## config.mk

```make
export PLATFORM = sky130hd
export DESIGN_NAME = cv32e40p_fetch_fifo_ft
export DESIGN_NICKNAME = d
export VERILOG_FILES = /design/src/rtl/cv32e40p_fetch_fifo_ft.sv
export SDC_FILE = /design/constraint.sdc
export NUM_CORES = 1
export LEC_CHECK = 0
export CELL_PAD_IN_SITES_DETAIL_PLACEMENT = 0
export CELL_PAD_IN_SITES_GLOBAL_PLACEMENT = 2
export CORE_UTILIZATION = 37
export DETAILED_ROUTE_END_ITERATION = 10
export PLACE_DENSITY = 0.85
export SLEW_MARGIN = 40
export SYNTH_ARGS = -nofsm -noshare
export SYNTH_HDL_FRONTEND = slang
export SYNTH_SLANG_ARGS = --single-unit
```

## constraint.sdc

```tcl
create_clock -name clk -period 2.4 [get_ports clk]
set_clock_uncertainty 0.2 [all_clocks]
set_input_delay 0.36 -clock clk [delete_from_list [all_inputs] [get_ports clk]]
set_output_delay 0.36 -clock clk [all_outputs]
set_load 0.01 [all_outputs]
```

## src/rtl/cv32e40p_fetch_fifo_ft.sv

```systemverilog
// Prefetch FIFO with triplicated, voted and scrubbed rd_ptr/wr_ptr/count; one-cycle push-to-head latency.
// Optional per-entry even parity on stored words when FETCH_FIFO_PARITY_EN is defined.
module cv32e40p_fetch_fifo_ft #(
  parameter int DEPTH = 4,
  localparam int PTR_W = $clog2(DEPTH)
) (
  input  logic             clk,
  input  logic             rst,
  input  logic             flush_i,
  input  logic             in_valid_i,
  input  logic [31:0]      in_rdata_i,
  output logic             in_ready_o,
  output logic             fetch_valid_o,
  output logic [31:0]      fetch_rdata_o,
  input  logic             fetch_ready_i,
  output logic [PTR_W:0]   count_o,
  output logic             err_detected_o,
  output logic             err_corrected_o
);

  localparam int CW = PTR_W + 1;

  if (DEPTH < 2 || (DEPTH & (DEPTH - 1)) != 0) begin : g_depth_check
    $error("cv32e40p_fetch_fifo_ft: DEPTH must be a power of two and at least 2");
  end

  // Bitwise 2-of-3; when all three disagree pairwise, copy 0 is taken as-is
  function automatic logic [PTR_W-1:0] vote_ptr(input logic [PTR_W-1:0] a,
                                               input logic [PTR_W-1:0] b,
                                               input logic [PTR_W-1:0] c);
    if (a != b && a != c && b != c) return a;
    return (a & b) | (a & c) | (b & c);
  endfunction

  function automatic logic [CW-1:0] vote_cnt(input logic [CW-1:0] a,
                                            input logic [CW-1:0] b,
                                            input logic [CW-1:0] c);
    if (a != b && a != c && b != c) return a;
    return (a & b) | (a & c) | (b & c);
  endfunction

  logic [PTR_W-1:0] rd_ptr_q0, rd_ptr_q1, rd_ptr_q2;
  logic [PTR_W-1:0] wr_ptr_q0, wr_ptr_q1, wr_ptr_q2;
  logic [CW-1:0]    count_q0, count_q1, count_q2;

  logic [PTR_W-1:0] rd_ptr, wr_ptr, rd_ptr_n, wr_ptr_n;
  logic [CW-1:0]    count, count_n;
  logic             full, empty, push, pop;
  logic             rd_det, rd_unc, wr_det, wr_unc, cnt_det, cnt_unc;
  logic             par_err;

  logic [31:0]      mem [DEPTH];

  assign rd_ptr = vote_ptr(rd_ptr_q0, rd_ptr_q1, rd_ptr_q2);
  assign wr_ptr = vote_ptr(wr_ptr_q0, wr_ptr_q1, wr_ptr_q2);
  assign count  = vote_cnt(count_q0, count_q1, count_q2);

  assign rd_det  = (rd_ptr_q0 != rd_ptr_q1) || (rd_ptr_q0 != rd_ptr_q2);
  assign rd_unc  = (rd_ptr_q0 != rd_ptr_q1) && (rd_ptr_q0 != rd_ptr_q2) && (rd_ptr_q1 != rd_ptr_q2);
  assign wr_det  = (wr_ptr_q0 != wr_ptr_q1) || (wr_ptr_q0 != wr_ptr_q2);
  assign wr_unc  = (wr_ptr_q0 != wr_ptr_q1) && (wr_ptr_q0 != wr_ptr_q2) && (wr_ptr_q1 != wr_ptr_q2);
  assign cnt_det = (count_q0 != count_q1) || (count_q0 != count_q2);
  assign cnt_unc = (count_q0 != count_q1) && (count_q0 != count_q2) && (count_q1 != count_q2);

  assign full  = (count == CW'(DEPTH));
  assign empty = (count == '0);

  assign in_ready_o    = !full;
  assign fetch_valid_o = !empty;
  assign fetch_rdata_o = fetch_valid_o ? mem[rd_ptr] : '0;
  assign count_o       = count;

  assign push = in_valid_i & in_ready_o & !flush_i;
  assign pop  = fetch_valid_o & fetch_ready_i & !flush_i;

  always_comb begin
    rd_ptr_n = rd_ptr;
    wr_ptr_n = wr_ptr;
    count_n  = count;
    if (flush_i) begin
      rd_ptr_n = '0;
      wr_ptr_n = '0;
      count_n  = '0;
    end else begin
      if (push) wr_ptr_n = wr_ptr + PTR_W'(1);
      if (pop)  rd_ptr_n = rd_ptr + PTR_W'(1);
      if (push && !pop)      count_n = count + CW'(1);
      else if (pop && !push) count_n = count - CW'(1);
    end
  end

  // Every copy reloads the single voted next value, repairing any lone upset
  always_ff @(posedge clk or posedge rst) begin
    if (rst) begin
      rd_ptr_q0 <= '0; rd_ptr_q1 <= '0; rd_ptr_q2 <= '0;
      wr_ptr_q0 <= '0; wr_ptr_q1 <= '0; wr_ptr_q2 <= '0;
      count_q0  <= '0; count_q1  <= '0; count_q2  <= '0;
    end else begin
      rd_ptr_q0 <= rd_ptr_n; rd_ptr_q1 <= rd_ptr_n; rd_ptr_q2 <= rd_ptr_n;
      wr_ptr_q0 <= wr_ptr_n; wr_ptr_q1 <= wr_ptr_n; wr_ptr_q2 <= wr_ptr_n;
      count_q0  <= count_n;  count_q1  <= count_n;  count_q2  <= count_n;
    end
  end

  always_ff @(posedge clk) begin
    if (push) mem[wr_ptr] <= in_rdata_i;
  end

`ifdef FETCH_FIFO_PARITY_EN
  logic [DEPTH-1:0] par_q;

  always_ff @(posedge clk) begin
    if (push) par_q[wr_ptr] <= ^in_rdata_i;
  end

  assign par_err = fetch_valid_o && ((^mem[rd_ptr]) != par_q[rd_ptr]);
`else
  assign par_err = 1'b0;
`endif

  // Parity errors are detect-only; correction reflects pointer/count voting alone
  assign err_detected_o  = rd_det | wr_det | cnt_det | par_err;
  assign err_corrected_o = (rd_det | wr_det | cnt_det) & !(rd_unc | wr_unc | cnt_unc);

endmodule

```

## Yosys cells after proc, flatten, opt, wreduce, memory -nomap -nowiden

Memories as Yosys holds them, arrays and structs flattened.
Cells that the tools add are included.

- Register bits after elaboration: 7
- Bits in latches: 0
- Memory bits (writable): 128
- Memory bits (read-only): 0
- Input port bits: 37
- Output and inout port bits: 39
- Logic and storage cells: 40
- Memories kept: 1

- Add/subtract/negate cells: 4
- $mul: 0
- Div/mod/pow operators: 0
- $lt $le $gt $ge: 0
- Equal/unequal tests: 1
- Shift-type cells: 0
- Multiplexer cells: 10
- Bitwise gates (word level): 13
- Reduce and logical (&&, ||, !) cells: 8

Memory list:

| name | depth | width | rd ports | clocked after Yosys merged registers in | wr ports | RTL line | text |
|---|---|---|---|---|---|---|---|
| mem | 4 | 32 | 1 | 0 | 1 | 52 | `logic [31:0] mem [DEPTH];` |

Operators by type and width:

| kind | number |
|---|---|
| $mux 32 | 1 |
| $mux 3 | 3 |
| $mux 2 | 4 |
| $or 2x2->2 | 4 |
| $or 3x3->3 | 2 |
| $logic_not 1->1 | 5 |
| $add 2x1->2 const B | 2 |
| $and 1x1->1 | 4 |
| $and 2x2->2 | 2 |
| $add 3x1->3 const B | 1 |
| $and 3x3->3 | 1 |
| $eq 3x3->1 const B | 1 |
| $logic_not 3->1 | 1 |
| $sub 3x1->3 const B | 1 |
| $logic_and 1x1->1 | 2 |
| $mux 1 | 2 |

## Longest topological paths before layout

Gate-level depths: netlist of run 1.

- Word-level depth: 12
- Mapped depth: 6
- Mapped depth without buffers: 6

## Worst setup path before layout of run 1

OpenSTA, ideal clock, no wires.

- Path type: register to register
- Start: register count_q2[0]
- End: memory mem[0][0] (enable)
- Setup time: 392 ps
- Data arrival time: 1985 ps
- Required time: 1808 ps
- Setup slack: -177 ps
- Cell stages (with the launch flop): 6
- Path buffers: 0
- Period minus slack after synthesis: 2577 ps
- Cells stage by stage: dfrtp_1 > inv_1 > ha_1 > a21bo_2 > nor2_1 > and2_1

- Word-level cells in the longest chain between the ends: 9

Ends and longest elaborated chain:

| element | RTL line | text |
|---|---|---|
| start: declaration | 44 | `logic [CW-1:0] count_q0, count_q1, count_q2;` |
| start signal: assignment | 101 | `count_q0 <= count_n; count_q1 <= count_n; count_q2 <= count_n;` |
| $and 3x3->3 * | 39 | `return (a & b) \| (a & c) \| (b & c);` |
| $or 3x3->3 | 39 |  |
| $or 3x3->3 * | 39 |  |
| $eq 3x3->1 * | 65 | `assign full = (count == CW'(DEPTH));` |
| $logic_not 1->1 * | 68 | `assign in_ready_o = !full;` |
| $and 1x1->1 * (2 in a row) | 73 | `assign push = in_valid_i & in_ready_o & !flush_i;` |
| $mux 1 * | 106 | `if (push) mem[wr_ptr] <= in_rdata_i;` |
| $mux 1 (implied by the code) * | 106 |  |
| end: declaration | 52 |  |

Every way passes the cells marked *; elsewhere a longest branch is shown, timed or not.

## Final worst setup path of run 1

- Start: register rd_ptr_q2[0]
- End: output port fetch_rdata_o[10]

- Word-level cells in the longest chain between the ends: 5

Ends and longest elaborated chain:

| element | RTL line | text |
|---|---|---|
| start: declaration | 42 | `logic [PTR_W-1:0] rd_ptr_q0, rd_ptr_q1, rd_ptr_q2;` |
| start signal: assignment | 99 | `rd_ptr_q0 <= rd_ptr_n; rd_ptr_q1 <= rd_ptr_n; rd_ptr_q2 <= rd_ptr_n;` |
| $and 2x2->2 * | 32 | `return (a & b) \| (a & c) \| (b & c);` |
| $or 2x2->2 | 32 |  |
| $or 2x2->2 * | 32 |  |
| $mem_v2 4x32 * | - |  |
| $mux 32 * | 70 | `assign fetch_rdata_o = fetch_valid_o ? mem[rd_ptr] : '0;` |
| end: declaration | 14 | `output logic [31:0] fetch_rdata_o,` |

Marked as above.

==> impl_metrics.tcl, run 1 <==
set metrics [dict create \
    synth_ff_type "edfxtp_1" \
    ys_seq_area_share_pct 74.2 \
    tritoncts "done" \
    setup_ws_ps 1.74 \
    grt_max_degree 25 \
    cts_sinks 135 \
    synth_cell_types 32 \
    wl_per_cell_um 18.9 \
    fmax_mhz 417 \
    startpoint_type "flop" \
    ys_top_cells_by_count "edfxtp_1 (128), and2_1 (36), mux4_2 (32), dfrtp_1 (7), ha_1 (7)" \
    dr.pass1.iters 4 \
    post-route-drc-count 0 \
    ys_ff_latch 135 \
    final_nets 418 \
    insertion_delay_ps 410 \
    die_h_um 123 \
    cp.arrival_ps 1840 \
    areaGrowthSynthToFinish_pct 35.9 \
    synth_area_leaders "edfxtp_1 (71%), mux4_2 (13%), and2_1 (4.2%), dfrtp_1 (3.2%), ha_1 (1.6%)" \
    yosys_warnings 0 \
    cts-htree-levels 4 \
    yosysMostFrequentCell "edfxtp_1" \
    post-route-period-util_pct 99.9 \
    p_leak_nw 2.60 \
    io_buffer_count 73 \
    required_ps 1840 \
    place.gp.congestion 0.726 \
    syn_area_per_cell_um2 20.3 \
    finalSetupViolCount 0 \
    core_mm2 0.0141 \
    grtUsageTotal_pct 15.3 \
    grt_pass1_vias 2929 \
    fin_crit_ps 2400 \
    synth_edf_count 128 \
    ir_drop_v 0.000729 \
    multi_input_area_mm2 0.00137 \
    cts_buffer_depth 2 \
    setup_tns_ps 0 \
    endpoint_kind "primary output" \
    regArea_mm2 0.00402 \
    crit_type "flop to primary output" \
    num_antenna_cells 0 \
    netlist_instances 267 \
    r2r_slack_ps 250 \
    cts.clk_slew.worst_paths_ps 60 \
    min_path_type "input port to asynchronous set/reset pin" \
    netlist.area_leader.share_pct 70.9 \
    grt_pass1_wl_um 16100 \
    async_reset_ff_share_pct 5.19 \
    numCtsBuffers 17 \
    num_io_pins 76 \
    finalHoldWorstSlack_ps 31.7 \
    rsz0062_at_grt "yes" \
    netlist_area_mm2 0.00542 \
    dp_hpwl_um 6130 \
    start_util_pct 38.4 \
    placement.setup.worst_slack_ps 40.0 \
    dieArea_mm2 0.0151 \
    drv_cap 0 \
    hold_viol 0 \
    dp_cells 527 \
    slew_violations 0 \
    vias 2806 \
    die-width_um 123 \
    postLayoutCoreUtil_pct 52.2 \
    drt_first_iter_violations 209 \
    antenna_found_initial 0 \
    postCtsHoldBufs 0 \
    vias_per_cell 4.95 \
    num-fill-cells 1127 \
    stdcell_count 567 \
    path_max_fanout 8 \
    grt-ovfl-total 0 \
    synth_area_leader_cell "edfxtp_1" \
    routed_wl_um 10700 \
    p_per_area_mw_per_mm2 1170 \
    cts-root-buf "clkbuf_16" \
    status "complete, no violations" \
    antenna_left 0 \
    drive_gt1_share_pct 40.8 \
    rows 43 \
]
==> timing repair <==
item,in CTS,in global routing
buffers inserted,7,0
gates cloned,3,0
setup endpoints to repair,33,33
pin swaps,33,1
gates resized for setup,162,21
==> cell usage in the layout (no fill, tap or decap), types with 3 or more instances in the layout <==
cell | netlist | final
a21oi_1 | 3 | 3
ha_1 | 7 | 6
and2_4 | 0 | 22
and2_2 | 0 | 4
buf_4 | 2 | 15
clkbuf_16 | 0 | 17
dfrtp_1 | 7 | 5
buf_2 | 4 | 10
mux2i_1 | 3 | 3
clkinv_4 | 0 | 3
buf_12 | 0 | 10
bufinv_16 | 0 | 5
and2_1 | 36 | 10
buf_6 | 3 | 25
clkdlybuf4s50_1 | 0 | 40
inv_1 | 6 | 4
edfxtp_1 | 128 | 128
mux4_2 | 32 | 32
nor2_1 | 6 | 6
==> cells by family after synthesis <==
kind of cell    Yosys count  share of synthesized area (%)
flops                   135                           74.2
simple gates             54                           6.05
mux                      35                           13.9
buf+inv                  21                           2.10
compound gates           11                           1.66
fa+ha+maj                 7                           1.62
xor+xnor                  3                          0.485
other cells               1                         0.0692
==> per-stage QoR <==
step | power (mW) | cell area [um2]
CTS | 8.63 | 7330
global placement | 5.43 | 6570
detailed placement | 5.46 | 6570
global route | 9.02 | 7360
floorplan | 4.23 | 5430
finish | 8.61 | 7360
==> sequential cells by signal (all words and copies together), names as in the netlist <==
register / flops
mem: 128
count_q2: 3
rd_ptr_q2: 2
wr_ptr_q2: 2
==> path summary, 6_finish.rpt <==
kind	startpoint	endpoint	cells after the start
worst max register to register	count_q2[0]	mem[3][8]	7
worst min-delay path	rst	count_q2[1]	2
worst min register to register	count_q2[0]	count_q2[0]	2
max in group asynchronous	rst	rd_ptr_q2[1]	2
min in group clk	in_rdata_i[9]	mem[3][9]	1
worst max-delay path	rd_ptr_q2[0]	fetch_rdata_o[10]	5
==> layer usage <==
| layer | part of all wire, % | GRT usage, % |
|---|---|---|
| met5 | 0 | 0 |
| met1 | 42 | 18.2 |
| met3 | 3.9 | 4.47 |
| met2 | 53 | 26.2 |
| met4 | 1.9 | 6.25 |
==> power by group <==
| group | internal [mW] | switching, mW |
|---|---|---|
| clock | 1.84 | 0.913 |
| combinational | 1.78 | 1.24 |
| sequential | 2.78 | 0.0586 |
| total | 6.40 | 2.22 |
==> critical path, stage by stage, from the launching register on <==
cell     delay [ps]
dfrtp_2         390
buf_6           120
buf_12          130
mux4_2          500
and2_1          140
buf_2           130
==> layout make-up <==
class | count | area share, %
Clock buffer | 19 | 5.88
Clock inverter | 13 | 2.75
Inverter | 6 | 0.306
Multi-Input combinational cell | 112 | 18.6
Sequential cell | 135 | 54.6
Tap cell | 180 | 3.06
Timing Repair Buffer | 102 | 14.8
Note: power is estimated with default switching activity, not from simulation.
==> run 2: changes to the inputs <==
--- a/config.mk
+++ b/config.mk
@@ -9,6 +9,7 @@
 export CELL_PAD_IN_SITES_GLOBAL_PLACEMENT = 2
 export CORE_UTILIZATION = 37
 export DETAILED_ROUTE_END_ITERATION = 10
+export HOLD_SLACK_MARGIN = 0.08
 export PLACE_DENSITY = 0.85
 export SLEW_MARGIN = 40
 export SYNTH_ARGS = -nofsm -noshare
==> run 2 against run 1 <==
Net effect: power about the same; cell count increased by 0.18%; register-to-register slack about the same; critical endpoint unchanged; largest power group unchanged.
==> impl_metrics.tcl, run 2 (synthesis results as in run 1) <==
set metrics [dict create \
    routed_wl_um 10700 \
    met3_usage_pct 4.47 \
    switching_share_pct 25.8 \
    cts-htree-levels 4 \
    worstReg2RegStart "count_q2[0]" \
    ir_drop_v 0.000730 \
    p_per_area_mw_per_mm2 1170 \
    final_cell_mix "edfxtp_1 (128), clkdlybuf4s50_1 (40), mux4_2 (32)" \
    met2_usage_pct 26.1 \
    place_area_mm2 0.00657 \
    grtUsageTotal_pct 15.3 \
    crit_path_cell_trace "buf_6, buf_12, mux4_2, and2_1, buf_2" \
    path_max_fanout 8 \
    pwr-share-seq_pct 32.9 \
    grt_max_degree 25 \
    crit_type "flop to primary output" \
    fin_crit_ps 2400 \
    final_common_cell "edfxtp_1" \
    die_h_um 123 \
    wl_per_cell_um 18.9 \
    post-route-period-util_pct 100 \
    p_sw_mw 2.22 \
    die-width_um 123 \
    tritoncts "done" \
    numCtsBuffers 17 \
    start_util_pct 38.4 \
    top_usage_layer "met2" \
    largestRegisters "mem (128), count_q2 (3)" \
    place.gp.congestion 0.726 \
    post-route-drc-count 0 \
    setup_ws_ps 0.748 \
    cts_buffer_depth 2 \
    fmax_mhz 417 \
    required_ps 1840 \
    core_mm2 0.0141 \
    drive_gt1_share_pct 40.7 \
    postLayoutCoreUtil_pct 52.3 \
    final_nets 419 \
    grt_pass1_wl_um 16100 \
    clkPwrFrac_pct 31.9 \
    io_buffer_count 73 \
    hp-start "in_rdata_i[9]" \
    placement.setup.worst_slack_ps 40.0 \
    cts_sinks 135 \
    slew_violations 0 \
    startpoint "rd_ptr_q2[0]" \
    cts-root-buf "clkbuf_16" \
    p_comb_share_pct 35.2 \
    grtUsageMet1_pct 18.2 \
    p_int_mw 6.40 \
    vias_per_cell 4.97 \
    grt_pass1_vias 2926 \
    drv_cap 0 \
    endpoint_kind "primary output" \
    num_io_pins 76 \
    p_leak_nw 2.60 \
    stdcell_count 568 \
    dp_hpwl_um 6130 \
    finalSetupViolCount 0 \
    areaGrowthSynthToFinish_pct 36.1 \
    dp_cells 527 \
    slowest_stage "mux4_2" \
    min_path_type "input port to flop" \
    rsz0062_at_grt "yes" \
    grt-ovfl-total 0 \
    num_antenna_cells 0 \
    antenna_found_initial 0 \
    startpoint_type "flop" \
    slowest_delay_ps 500 \
    vias 2822 \
    antenna_left 0 \
    insertion_delay_ps 410 \
    hold_viol 0 \
    rows 43 \
    design_area_mm2 0.00737 \
    regMostFlops "mem" \
    cp.arrival_ps 1840 \
    cts.clk_slew.worst_paths_ps 60 \
    largest_reg_flops 128 \
    status "complete, no violations" \
    dieArea_mm2 0.0151 \
    dr.pass1.iters 4 \
    drt_first_iter_violations 195 \
]
## run 2: cell types whose count changed in the layout (fill, tap and decap cells not counted), sizes merged
cell / delta
dlygate4sd3: +1
## run 2: worst paths after layout
path	end	slack, ps	cells after the start
min in group asynchronous	count_q2[1]	580	3
worst min-delay path	mem[3][9]	380	1
worst max-delay path	fetch_rdata_o[10]	0.7	5
max in group asynchronous	rd_ptr_q2[1]	1160	3
worst max register to register	mem[3][2]	250	7
worst min register to register	count_q2[0]	410	2
## run 2: power groups by stage
stage               clock (mW)  combinational, mW  sequential (mW)
finish                    2.75               3.03             2.83
global route              2.92               3.26             2.85
detailed placement           0               2.57             2.89
floorplan                    0               1.36             2.87
CTS                       2.82               2.98             2.83
global placement             0               2.55             2.88
## run 2: through the flow
| step | hold slack [ps] | power, mW | TNS, ps |
|---|---|---|---|
| after floorplan | -36.6 | 4.23 | 0 |
| after global placement | 366 | 5.43 | 0 |
| after detailed placement | 367 | 5.46 | 0 |
| after CTS | 365 | 8.63 | -603 |
| after global routing | 371 | 9.02 | -1220 |
| final | 380 | 8.62 | 0 |
## run 2: metal layers
layer,vias to the layer above,part of all wire [%]
met5,-,0
met4,0,1.9
met3,15,3.9
met2,82,53
met1,1451,41
li1,1274,-
## run 2: critical path: cells and delay by family, from the launching register on
family        cells  cell delay, ps
mux               1             500
flops             1             390
buf+inv           3             390
simple gates      1             140
## run 2: area by class of cell
class	instances	area, um2
fillers	1129	6720
flip-flops and latches	135	4020
multi-input cells	112	1370
repair buffers	103	1100
clock buffers	19	433
well taps	180	225
clock inverters	13	203
inverters	6	22.5
## run 2: what timing repair did
item	CTS	global route
pin swaps	33	1
setup buffers	7	0
hold endpoints to repair	7	0
cloned	3	0
endpoints found under the setup margin	33	33
gates resized for setup	162	21
hold buffers	1	0
